[src/rtl/stage_mem_writer_if.sv]
// Upstream record handshake, memory write port and stage status signals
// of the per-stage node memory writer, bundled for port connection.
interface stage_mem_writer_if #(
  parameter int NUM_NODES = 32,
  parameter int DEPTH     = 4,
  parameter int DATA_SIZE = 4
);
  // Upstream record offer
  logic [$clog2(NUM_NODES)-1:0] nodeIdx;
  logic [3*DATA_SIZE-1:0]       dataIn;
  logic                         sendValid;
  logic                         sendReady;
  // Memory write port
  logic                         we;
  logic [DEPTH-1:0]             address;
  logic [3*DATA_SIZE-1:0]       dataBusOut;
  logic                         memRdy;
  // Status and stage control
  logic                         wrDone;
  logic                         rangeErr;
  logic                         clearStage;
  logic                         stageFull;
  logic                         idle;

  modport master (
    output nodeIdx, dataIn, sendValid, memRdy, clearStage,
    input  sendReady, we, address, dataBusOut, wrDone, rangeErr, stageFull, idle
  );

  modport slave (
    input  nodeIdx, dataIn, sendValid, memRdy, clearStage,
    output sendReady, we, address, dataBusOut, wrDone, rangeErr, stageFull, idle
  );
endinterface

[src/rtl/stage_mem_writer.sv]
// Write-side controller for the per-stage node memory: buffers incoming
// (nodeIdx, data) records, maps global indices to stage-local addresses,
// issues memory writes held until memRdy, and tracks stage completeness.
module stage_mem_writer #(
  parameter int NUM_NODES  = 32,
  parameter int DEPTH      = 4,
  parameter int DATA_SIZE  = 4,
  parameter int FIFO_DEPTH = 2
) (
  input  logic               clk,
  input  logic               rst,
  stage_mem_writer_if.slave  bus
);
  localparam int          REC_W  = 3 * DATA_SIZE;
  localparam int          PTR_W  = $clog2(FIFO_DEPTH);
  localparam int          CNT_W  = PTR_W + 1;
  localparam int unsigned NENT   = 1 << DEPTH;
  localparam int unsigned LO_IDX = 1 << DEPTH;
  localparam int unsigned HI_IDX = 2 << DEPTH;

  typedef enum logic {W_IDLE, W_ISSUE} state_t;

  state_t             state;
  logic [DEPTH-1:0]   fifo_addr [FIFO_DEPTH];
  logic [REC_W-1:0]   fifo_data [FIFO_DEPTH];
  logic [PTR_W-1:0]   wr_ptr;
  logic [PTR_W-1:0]   rd_ptr;
  logic [CNT_W-1:0]   count;
  logic               ready_en;
  logic [NENT-1:0]    bitmap;
  logic [NENT-1:0]    bitmap_next;

  logic               we_p1;
  logic [DEPTH-1:0]   address_p1;
  logic [REC_W-1:0]   data_p1;
  logic               wr_done_p1;
  logic               range_err_p1;
  logic               stage_full_p1;

  logic fifo_empty, fifo_full, accept, in_range, push, pop, complete;

  assign fifo_empty = (count == '0);
  assign fifo_full  = (count == CNT_W'(FIFO_DEPTH));
  // ready_en keeps sendReady low through reset and rises the cycle after.
  assign bus.sendReady = ready_en && !fifo_full;
  assign accept   = bus.sendValid && bus.sendReady;
  assign in_range = (32'(bus.nodeIdx) >= LO_IDX) && (32'(bus.nodeIdx) < HI_IDX);
  assign push     = accept && in_range;
  assign complete = (state == W_ISSUE) && bus.memRdy;
  // Head leaves the FIFO when loaded from idle or on a back-to-back completion.
  assign pop      = !fifo_empty && ((state == W_IDLE) || complete);

  // Clear takes effect before the completing write sets its bit.
  assign bitmap_next = (bus.clearStage ? '0 : bitmap)
                     | (complete ? (NENT'(1) << address_p1) : '0);

  assign bus.we         = we_p1;
  assign bus.address    = address_p1;
  assign bus.dataBusOut = data_p1;
  assign bus.wrDone     = wr_done_p1;
  assign bus.rangeErr   = range_err_p1;
  assign bus.stageFull  = stage_full_p1;
  assign bus.idle       = fifo_empty && (state == W_IDLE);

  // ---- stage p0: enqueue record; in-range indices subtract 1<<DEPTH by dropping the top bits
  // FIFO payload storage, written on accepted in-range records
  always_ff @(posedge clk) begin
    if (push) begin
      fifo_addr[wr_ptr] <= bus.nodeIdx[DEPTH-1:0];
      fifo_data[wr_ptr] <= bus.dataIn;
    end
  end

  // FIFO pointers, occupancy and post-reset ready enable
  always_ff @(posedge clk) begin
    if (rst) begin
      wr_ptr   <= '0;
      rd_ptr   <= '0;
      count    <= '0;
      ready_en <= 1'b0;
    end else begin
      ready_en <= 1'b1;
      if (push) wr_ptr <= wr_ptr + 1'b1;
      if (pop)  rd_ptr <= rd_ptr + 1'b1;
      count <= count + CNT_W'(push) - CNT_W'(pop);
    end
  end

  // ---- stage p1: write issue FSM, completion pulses and stage bitmap
  // Write FSM with registered memory-port and status outputs
  always_ff @(posedge clk) begin
    if (rst) begin
      state         <= W_IDLE;
      we_p1         <= 1'b0;
      address_p1    <= '0;
      data_p1       <= '0;
      wr_done_p1    <= 1'b0;
      range_err_p1  <= 1'b0;
      stage_full_p1 <= 1'b0;
      bitmap        <= '0;
    end else begin
      wr_done_p1    <= complete;
      range_err_p1  <= accept && !in_range;
      bitmap        <= bitmap_next;
      stage_full_p1 <= &bitmap_next;
      case (state)
        W_IDLE: begin
          if (!fifo_empty) begin
            address_p1 <= fifo_addr[rd_ptr];
            data_p1    <= fifo_data[rd_ptr];
            we_p1      <= 1'b1;
            state      <= W_ISSUE;
          end
        end
        W_ISSUE: begin
          if (bus.memRdy) begin
            if (!fifo_empty) begin
              address_p1 <= fifo_addr[rd_ptr];
              data_p1    <= fifo_data[rd_ptr];
            end else begin
              we_p1 <= 1'b0;
              state <= W_IDLE;
            end
          end
        end
        default: state <= W_IDLE;
      endcase
    end
  end
endmodule

[src/flat_wrapper.sv]
// flat-port wrapper written by rule: the top's interface ports become plain ports
module stage_mem_writer_flat 
#(
  parameter int NUM_NODES  = 32,
  parameter int DEPTH      = 4,
  parameter int DATA_SIZE  = 4,
  parameter int FIFO_DEPTH = 2
)
  (clk, rst, bus_nodeIdx, bus_dataIn, bus_sendValid, bus_memRdy, bus_clearStage, bus_sendReady, bus_we, bus_address, bus_dataBusOut, bus_wrDone, bus_rangeErr, bus_stageFull, bus_idle);
  stage_mem_writer_if #(.NUM_NODES(NUM_NODES), .DEPTH(DEPTH), .DATA_SIZE(DATA_SIZE)) bus_i ();
  input  logic clk;
  input  logic rst;
  input wire logic [$bits(bus_i.nodeIdx)-1:0] bus_nodeIdx;
  input wire logic [$bits(bus_i.dataIn)-1:0] bus_dataIn;
  input wire logic [$bits(bus_i.sendValid)-1:0] bus_sendValid;
  input wire logic [$bits(bus_i.memRdy)-1:0] bus_memRdy;
  input wire logic [$bits(bus_i.clearStage)-1:0] bus_clearStage;
  output wire logic [$bits(bus_i.sendReady)-1:0] bus_sendReady;
  output wire logic [$bits(bus_i.we)-1:0] bus_we;
  output wire logic [$bits(bus_i.address)-1:0] bus_address;
  output wire logic [$bits(bus_i.dataBusOut)-1:0] bus_dataBusOut;
  output wire logic [$bits(bus_i.wrDone)-1:0] bus_wrDone;
  output wire logic [$bits(bus_i.rangeErr)-1:0] bus_rangeErr;
  output wire logic [$bits(bus_i.stageFull)-1:0] bus_stageFull;
  output wire logic [$bits(bus_i.idle)-1:0] bus_idle;
  assign bus_i.nodeIdx = bus_nodeIdx;
  assign bus_i.dataIn = bus_dataIn;
  assign bus_i.sendValid = bus_sendValid;
  assign bus_i.memRdy = bus_memRdy;
  assign bus_i.clearStage = bus_clearStage;
  assign bus_sendReady = bus_i.sendReady;
  assign bus_we = bus_i.we;
  assign bus_address = bus_i.address;
  assign bus_dataBusOut = bus_i.dataBusOut;
  assign bus_wrDone = bus_i.wrDone;
  assign bus_rangeErr = bus_i.rangeErr;
  assign bus_stageFull = bus_i.stageFull;
  assign bus_idle = bus_i.idle;
  stage_mem_writer #(.NUM_NODES(NUM_NODES), .DEPTH(DEPTH), .DATA_SIZE(DATA_SIZE), .FIFO_DEPTH(FIFO_DEPTH)) u_core (.clk(clk), .rst(rst), .bus(bus_i));
endmodule
[config.mk]
export PLATFORM = sky130hd
export DESIGN_NAME = stage_mem_writer_flat
export DESIGN_NICKNAME = d
export VERILOG_FILES = /design/src/rtl/stage_mem_writer_if.sv /design/src/rtl/stage_mem_writer.sv /design/src/flat_wrapper.sv
export SDC_FILE = /design/constraint.sdc
export NUM_CORES = 1
export LEC_CHECK = 0
export ABC_AREA = 1
export ABC_CLOCK_PERIOD_IN_PS = 2200
export BUFFER_PORTS_ARGS = -buffer_cell sky130_fd_sc_hd__buf_2
export CAP_MARGIN = 20
export CORE_MARGIN = 5
export CORE_UTILIZATION = 55
export CTS_CLUSTER_DIAMETER = 60
export DETAILED_ROUTE_END_ITERATION = 12
export PLACE_DENSITY_LB_ADDON = 0.25
export REMOVE_ABC_BUFFERS = 1
export SETUP_SLACK_MARGIN = 0.3
export SYNTH_ARGS = -nofsm -noshare
export SYNTH_HDL_FRONTEND = slang
export SYNTH_SLANG_ARGS = --single-unit
[constraint.sdc]
create_clock -name clk -period 2.2 [get_ports clk]
set_clock_uncertainty 0.1 [all_clocks]
set_input_delay 0.11 -clock clk [delete_from_list [all_inputs] [get_ports clk]]
set_output_delay 0.11 -clock clk [all_outputs]
set_load 0.01 [all_outputs]
# == Yosys cells after proc, flatten, opt, wreduce, memory -nomap -nowiden ==
# Memories as Yosys holds them, arrays and structs flattened. A register that Yosys moved wholly into a read port is not among the register bits.
# Cells that the tools add are included.
# classes
addsub,4
order_cmp,1
n_eq_ne,4
n_shift,1
muxes,22
bitwise_logic,2
reduce_logical,14
# op_table
cell,n
$mux W16,2
$mux W12,2
$pmux W12 S2,1
$or A16 B16 Y16,1
$reduce_and A16 Y1,1
$shl A1 B4 Y16 const A,1
$mux W1,12
$mux W4,2
$pmux W4 S2,1
$logic_and A1 B1 Y1,7
$ne A2 B2 Y1 const B,3
$ge A5 B5 Y1 const B,1
$pmux W1 S2,2
$logic_not A1 Y1,3
$reduce_and A3 Y1,1
$add A1 B1 Y1 const B,2
$add A2 B1 Y2,1
$eq A2 B2 Y1 const B,1
$logic_not A2 Y1,1
$sub A2 B1 Y2,1
$logic_or A1 B1 Y1,1
$not A1 Y1,1
# totals
register_bits,42
ram_bits,32
in_bits,22
out_inout_bits,22
wordCells,62
mem_count,2
# mem_list
memory,words,word_bits,read_ports,rd_ports_with_merged_regs,wr,line_no,text
u_core.fifo_data,2,12,1,1,1,stage_mem_writer.sv:25,logic [REC_W-1:0] fifo_data [FIFO_DEPTH];
u_core.fifo_addr,2,4,1,1,1,stage_mem_writer.sv:24,logic [DEPTH-1:0] fifo_addr [FIFO_DEPTH];

# == Longest topological paths before layout ==
# depth
word_depth,7
ltp_mapped,10
mapped_depth_nobuf,9

# == Least setup slack after synthesis ==
# Ideal clock, no wire load.
# synth_timing
kind,reg-to-reg
startpoint,reg u_core.count[0]
endpoint,"mem u_core.fifo_addr[0][0], enable pin"
setup_ns,0.388
arrival_time_ns,1.575
required_time_ns,1.712
path_slack_ns,0.136
path_stages_with_launch,6
n_path_buf,0
synth_period_minus_slack_ns,2.064
path_cell_list,dfxtp_1 -> inv_1 -> a21boi_1 -> and2_1 -> nand2_1 -> nor2_1
# synth_via
elab_chain_len,7
# synth_rtl
element,line_no,text
start: declaration,stage_mem_writer.sv:28,logic [CNT_W-1:0] count;
start signal: assignment,stage_mem_writer.sv:85,count <= count + CNT_W'(push) - CNT_W'(pop);
$eq A2 B2 Y1,stage_mem_writer.sv:43,assign fifo_full = (count == CNT_W'(FIFO_DEPTH));
$logic_not A1 Y1,stage_mem_writer.sv:45,assign bus.sendReady = ready_en && !fifo_full;
$logic_and A1 B1 Y1,stage_mem_writer.sv:45,
named net bus_sendReady,flat_wrapper.sv:18,output wire logic [$bits(bus_i.sendReady)-1:0] bus_sendReady;
$logic_and A1 B1 Y1,stage_mem_writer.sv:46,assign accept = bus.sendValid && bus.sendReady;
$logic_and A1 B1 Y1,stage_mem_writer.sv:48,assign push = accept && in_range;
$mux W1,stage_mem_writer.sv:68,if (push) begin
$mux W1 (implied by the code),stage_mem_writer.sv:69,fifo_addr[wr_ptr] <= bus.nodeIdx[DEPTH-1:0];
end: declaration,stage_mem_writer.sv:24,
# The timed path passes the listed nets, and every way through them passes these cells.

# == Worst setup path in the final report ==
# layout_timing
startpoint,reg u_core.state
endpoint,reg u_core.count[1]
# layout_via
elab_chain_len,4
word_cells_on_any_way,5
cone_classes,add/sub: 1; bitwise: 1; reduce/logical: 3
# layout_rtl
element,line_no,text
start: declaration,stage_mem_writer.sv:23,state_t state;
start signal: assignment,stage_mem_writer.sv:93,state <= W_IDLE;
start signal: assignment,stage_mem_writer.sv:112,state <= W_ISSUE;
start signal: assignment,stage_mem_writer.sv:122,state <= W_IDLE;
$logic_and A1 B1 Y1 / $not A1 Y1 (equally long branches),"stage_mem_writer.sv:49, stage_mem_writer.sv:51",
$logic_or A1 B1 Y1 *,stage_mem_writer.sv:51,assign pop = !fifo_empty && ((state == W_IDLE) || complete);
$logic_and A1 B1 Y1 *,stage_mem_writer.sv:51,
$sub A2 B1 Y2 *,stage_mem_writer.sv:85,
# Every way passes the cells marked *; elsewhere a longest branch is shown, timed or not.
# A chain may end at the register's enable or synchronous reset.

==> flow_metrics.py <==
metrics = {
    "sta": {
        "worst_slew_pin_slew_ns": 0.641,
        "fin_crit_ns": 1.68,
        "fin_tns_setup_ns": 0,
        "setup_viol": 0,
        "slew_viol_final": 0,
        "fin_crit_sh": 0.764,
        "maxSlewHeadroom": 0.572,
        "finalHoldViolCount": 0,
        "rsz0062_at_grt": "false",
        "clock.fmax_mhz": 595,
    },
    "global_route": {
        "grt_pass1_vias": 2073,
        "grt_max_degree": 36,
        "grt_use_total": 0.177,
        "grt_pass1_wl_mm": 9.03,
        "overflow": 0,
        "antenna_found_initial": 0,
    },
    "hold_path": {
        "hold_depth": 4,
        "hp-class": "in -> reg",
    },
    "logic_synthesis": {
        "synth_area_um2": 2820,
        "ys_warn_count": 0,
        "avgSynthCellArea_um2": 10.6,
        "netlist_instances": 267,
        "synth_cell_types": 29,
        "ys_seq_area_frac": 0.645,
        "synth_seq_cells": 75,
    },
    "power": {
        "combPwrFrac": 0.281,
        "design_power_total_w": 0.00382,
        "ir_worst_vdd_mv": 0.572,
        "switching_share": 0.336,
        "pwr-share-seq": 0.489,
        "power_density_nw_per_um2": 1110,
        "internal_power_w": 0.00254,
        "p_leak_nw": 1.38,
        "clockPowerShare": 0.230,
        "power.switching_w": 0.00128,
    },
    "final_layout": {
        "finalInstanceArea_um2": 3450,
        "post-route-util": 0.684,
        "drive_gt1_frac": 0.225,
        "fillCellCount": 386,
        "num_antenna_cells": 0,
        "area_growth_pct": 22.2,
        "nNetsFinal": 358,
    },
    "setup_path": {
        "critPathLaunchType": "flop",
        "rr_worst_depth": 9,
        "max_stage_delay_ns": 0.36,
        "path_class": "reg -> reg",
        "worstPathMaxFanout": 3,
        "end_kind": "flop",
        "path_cells": "inv_2, nor2_2, nor2_4, ha_1, inv_1, ha_1, xor2_1, o21ai_0, a21oi_1",
        "crit_required_ns": 2.36,
        "worstPathArrival_ns": 1.84,
        "cp_common_cell": "ha_1",
        "cp_slowest_cell": "dfxtp_2",
    },
    "cts": {
        "clk_latency_ns": 0.33,
        "cts_tree": "built",
        "clockRootBuffer": "clkbuf_8",
        "cts.sinks": 75,
        "cts-htree-levels": 3,
        "numCtsBuffers": 9,
        "cts_setup_buffers": 0,
        "path_clk_slew_ns": 0.07,
        "clock_path_buffers": 2,
    },
    "place": {
        "io_buffers": 43,
        "routabilityCongestion": 0.799,
        "dpl.hpwl_mm": 3.37,
        "place_area_um2": 3110,
    },
    "flow_run": {
        "drv_cap": 0,
    },
    "die": {
        "num_rows": 26,
        "die-area_um2": 6670,
        "dieWidth_um": 81.6,
        "dieHeight_um": 81.6,
        "num_io_pins": 44,
        "core_um2": 5040,
        "start_util": 0.560,
    },
    "drt": {
        "wl_per_cell_um": 12.7,
        "drt_wl_total_mm": 5.16,
        "num_vias": 2000,
        "drtIter0Drc": 103,
        "drc": 0,
        "drtAntennaViolNets": 0,
        "dr.pass1.iters": 5,
        "routed_via_density": 4.90,
    },
    "outcome": {
        "status": "completed",
    },
}
==> sequential cells by signal, summed over array words and instances (netlist names), 2 cells and up, named ones only <==
signal,flops
u_core.bitmap,16
u_core.bus.address,4
u_core.bus.dataBusOut,12
u_core.count,2
u_core.fifo_addr,8
u_core.fifo_data,24
==> metal layers <==
layer / global-route usage / vias up / share of wire
met3: 0.0340 / 2 / 0.044
met5: 0 / - / 0
li1: - / 1029 / -
met4: 0.0648 / 0 / 0.0048
met2: 0.305 / 47 / 0.51
met1: 0.222 / 922 / 0.45
==> power groups by stage <==
stage | Combinational [W] | Sequential [W] | Clock, W
after floorplan | 0.000561 | 0.00198 | 0
after global placement | 0.00103 | 0.00189 | 0
after detailed placement | 0.00105 | 0.00190 | 0
after CTS | 0.00108 | 0.00187 | 0.000902
after global routing | 0.00121 | 0.00190 | 0.000962
final | 0.00107 | 0.00187 | 0.000880
==> what timing repair did <==
action	4_1_cts	5_1_grt
setup endpoints to repair	0	1
hold buffers	17	0
resized for setup	0	2
endpoints found under the hold margin	33	0
==> cell type report <==
| cell class | count | area (um^2) | share of cell area |
|---|---|---|---|
| flip-flops and latches | 75 | 1820 | 0.528 |
| multi-input cells | 158 | 857 | 0.248 |
| repair buffers | 66 | 430 | 0.125 |
| clock buffers | 12 | 135 | 0.0392 |
| inverters | 23 | 87.6 | 0.0254 |
| well taps | 70 | 87.6 | 0.0254 |
| clock inverters | 4 | 28.8 | 0.00834 |
==> cell usage after synthesis <==
library cell  count  area (um^2)
dfxtp_1          43          861
nand2_1          38          143
edfxtp_1         32          961
a21oi_1          29          145
nor2_1           29          109
inv_1            20         75.1
o21ai_0          19         95.1
mux2i_1          16          160
o21ai_1           6         30.0
buf_2             5         25.0
nand3_1           4         20.0
clkbuf_1          3         11.3
ha_1              3         37.5
nor2_2            3         18.8
buf_4             2         15.0
inv_2             2         7.51
a211oi_1          1         7.51
a21boi_0          1         7.51
a21boi_1          1         7.51
and2_1            1         6.26
clkbuf_4          1         7.51
clkinv_2          1         5.00
nand2_2           1         6.26
nand2_4           1         11.3
nand3_2           1         10.0
nor2_4            1         11.3
o21ai_2           1         8.76
o21bai_2          1         11.3
xor2_1            1         8.76
==> metrics by stage <==
step                hold WS, ns  setup slack (ns)  std cells
floorplan                0.0791             0.136        256
global placement          0.185             0.531        375
detailed placement        0.185             0.485        375
CTS                      0.0113             0.451        408
global route             0.0370             0.347        408
finish                  0.00939             0.519        408
==> path summary, 6_finish.rpt <==
kind	startpoint	end	slack, ns
worst max register to register	u_core.state	u_core.count[1]	0.52
worst min register to register	u_core.rd_ptr	u_core.rd_ptr	0.37
worst max-delay path	u_core.state	u_core.count[1]	0.52
worst min-delay path	bus_memRdy	u_core.state	0.009
==> cell families (layout without fill, tap and decap cells) <==
| logic type | after synthesis | in the layout | share of synthesized area |
|---|---|---|---|
| simple gates | 79 | 79 | 0.119 |
| flops | 75 | 75 | 0.645 |
| compound gates | 59 | 59 | 0.111 |
| buf+inv | 34 | 105 | 0.0519 |
| mux | 16 | 16 | 0.0567 |
| fa+ha+maj | 3 | 3 | 0.0133 |
| xor+xnor | 1 | 1 | 0.00310 |
==> critical path: cells and delay by family (launching register included) <==
family | cells | cell delay, ns
adder cells (fa/ha/maj) | 2 | 0.44
flip-flops | 1 | 0.36
AO/OA/AOI/OAI | 2 | 0.23
XOR/XNOR | 1 | 0.19
AND/OR/NAND/NOR | 2 | 0.18
buffers and inverters | 2 | 0.11
==> cells in the final DEF (no fill, tap or decap) <==
cell,n
dlygate4sd3_1,17
inv_2,2
clkinv_4,1
buf_2,43
nand3_2,1
nand2_1,38
clkbuf_8,9
nor2_1,28
o21ai_2,1
a21oi_1,29
nor2_4,1
o21ai_0,19
ha_1,3
clkbuf_1,3
inv_1,20
edfxtp_1,32
nand2_4,1
nand2_2,1
nor2_2,4
clkinvlp_4,2
a211oi_1,1
buf_4,6
a21boi_1,1
dfxtp_1,42
and2_1,1
nand3_1,4
clkinv_2,2
mux2i_1,16
o21ai_1,6
dfxtp_2,1
a21boi_0,1
o21bai_2,1
xor2_1,1
Note: power is estimated with default switching activity, not from simulation.
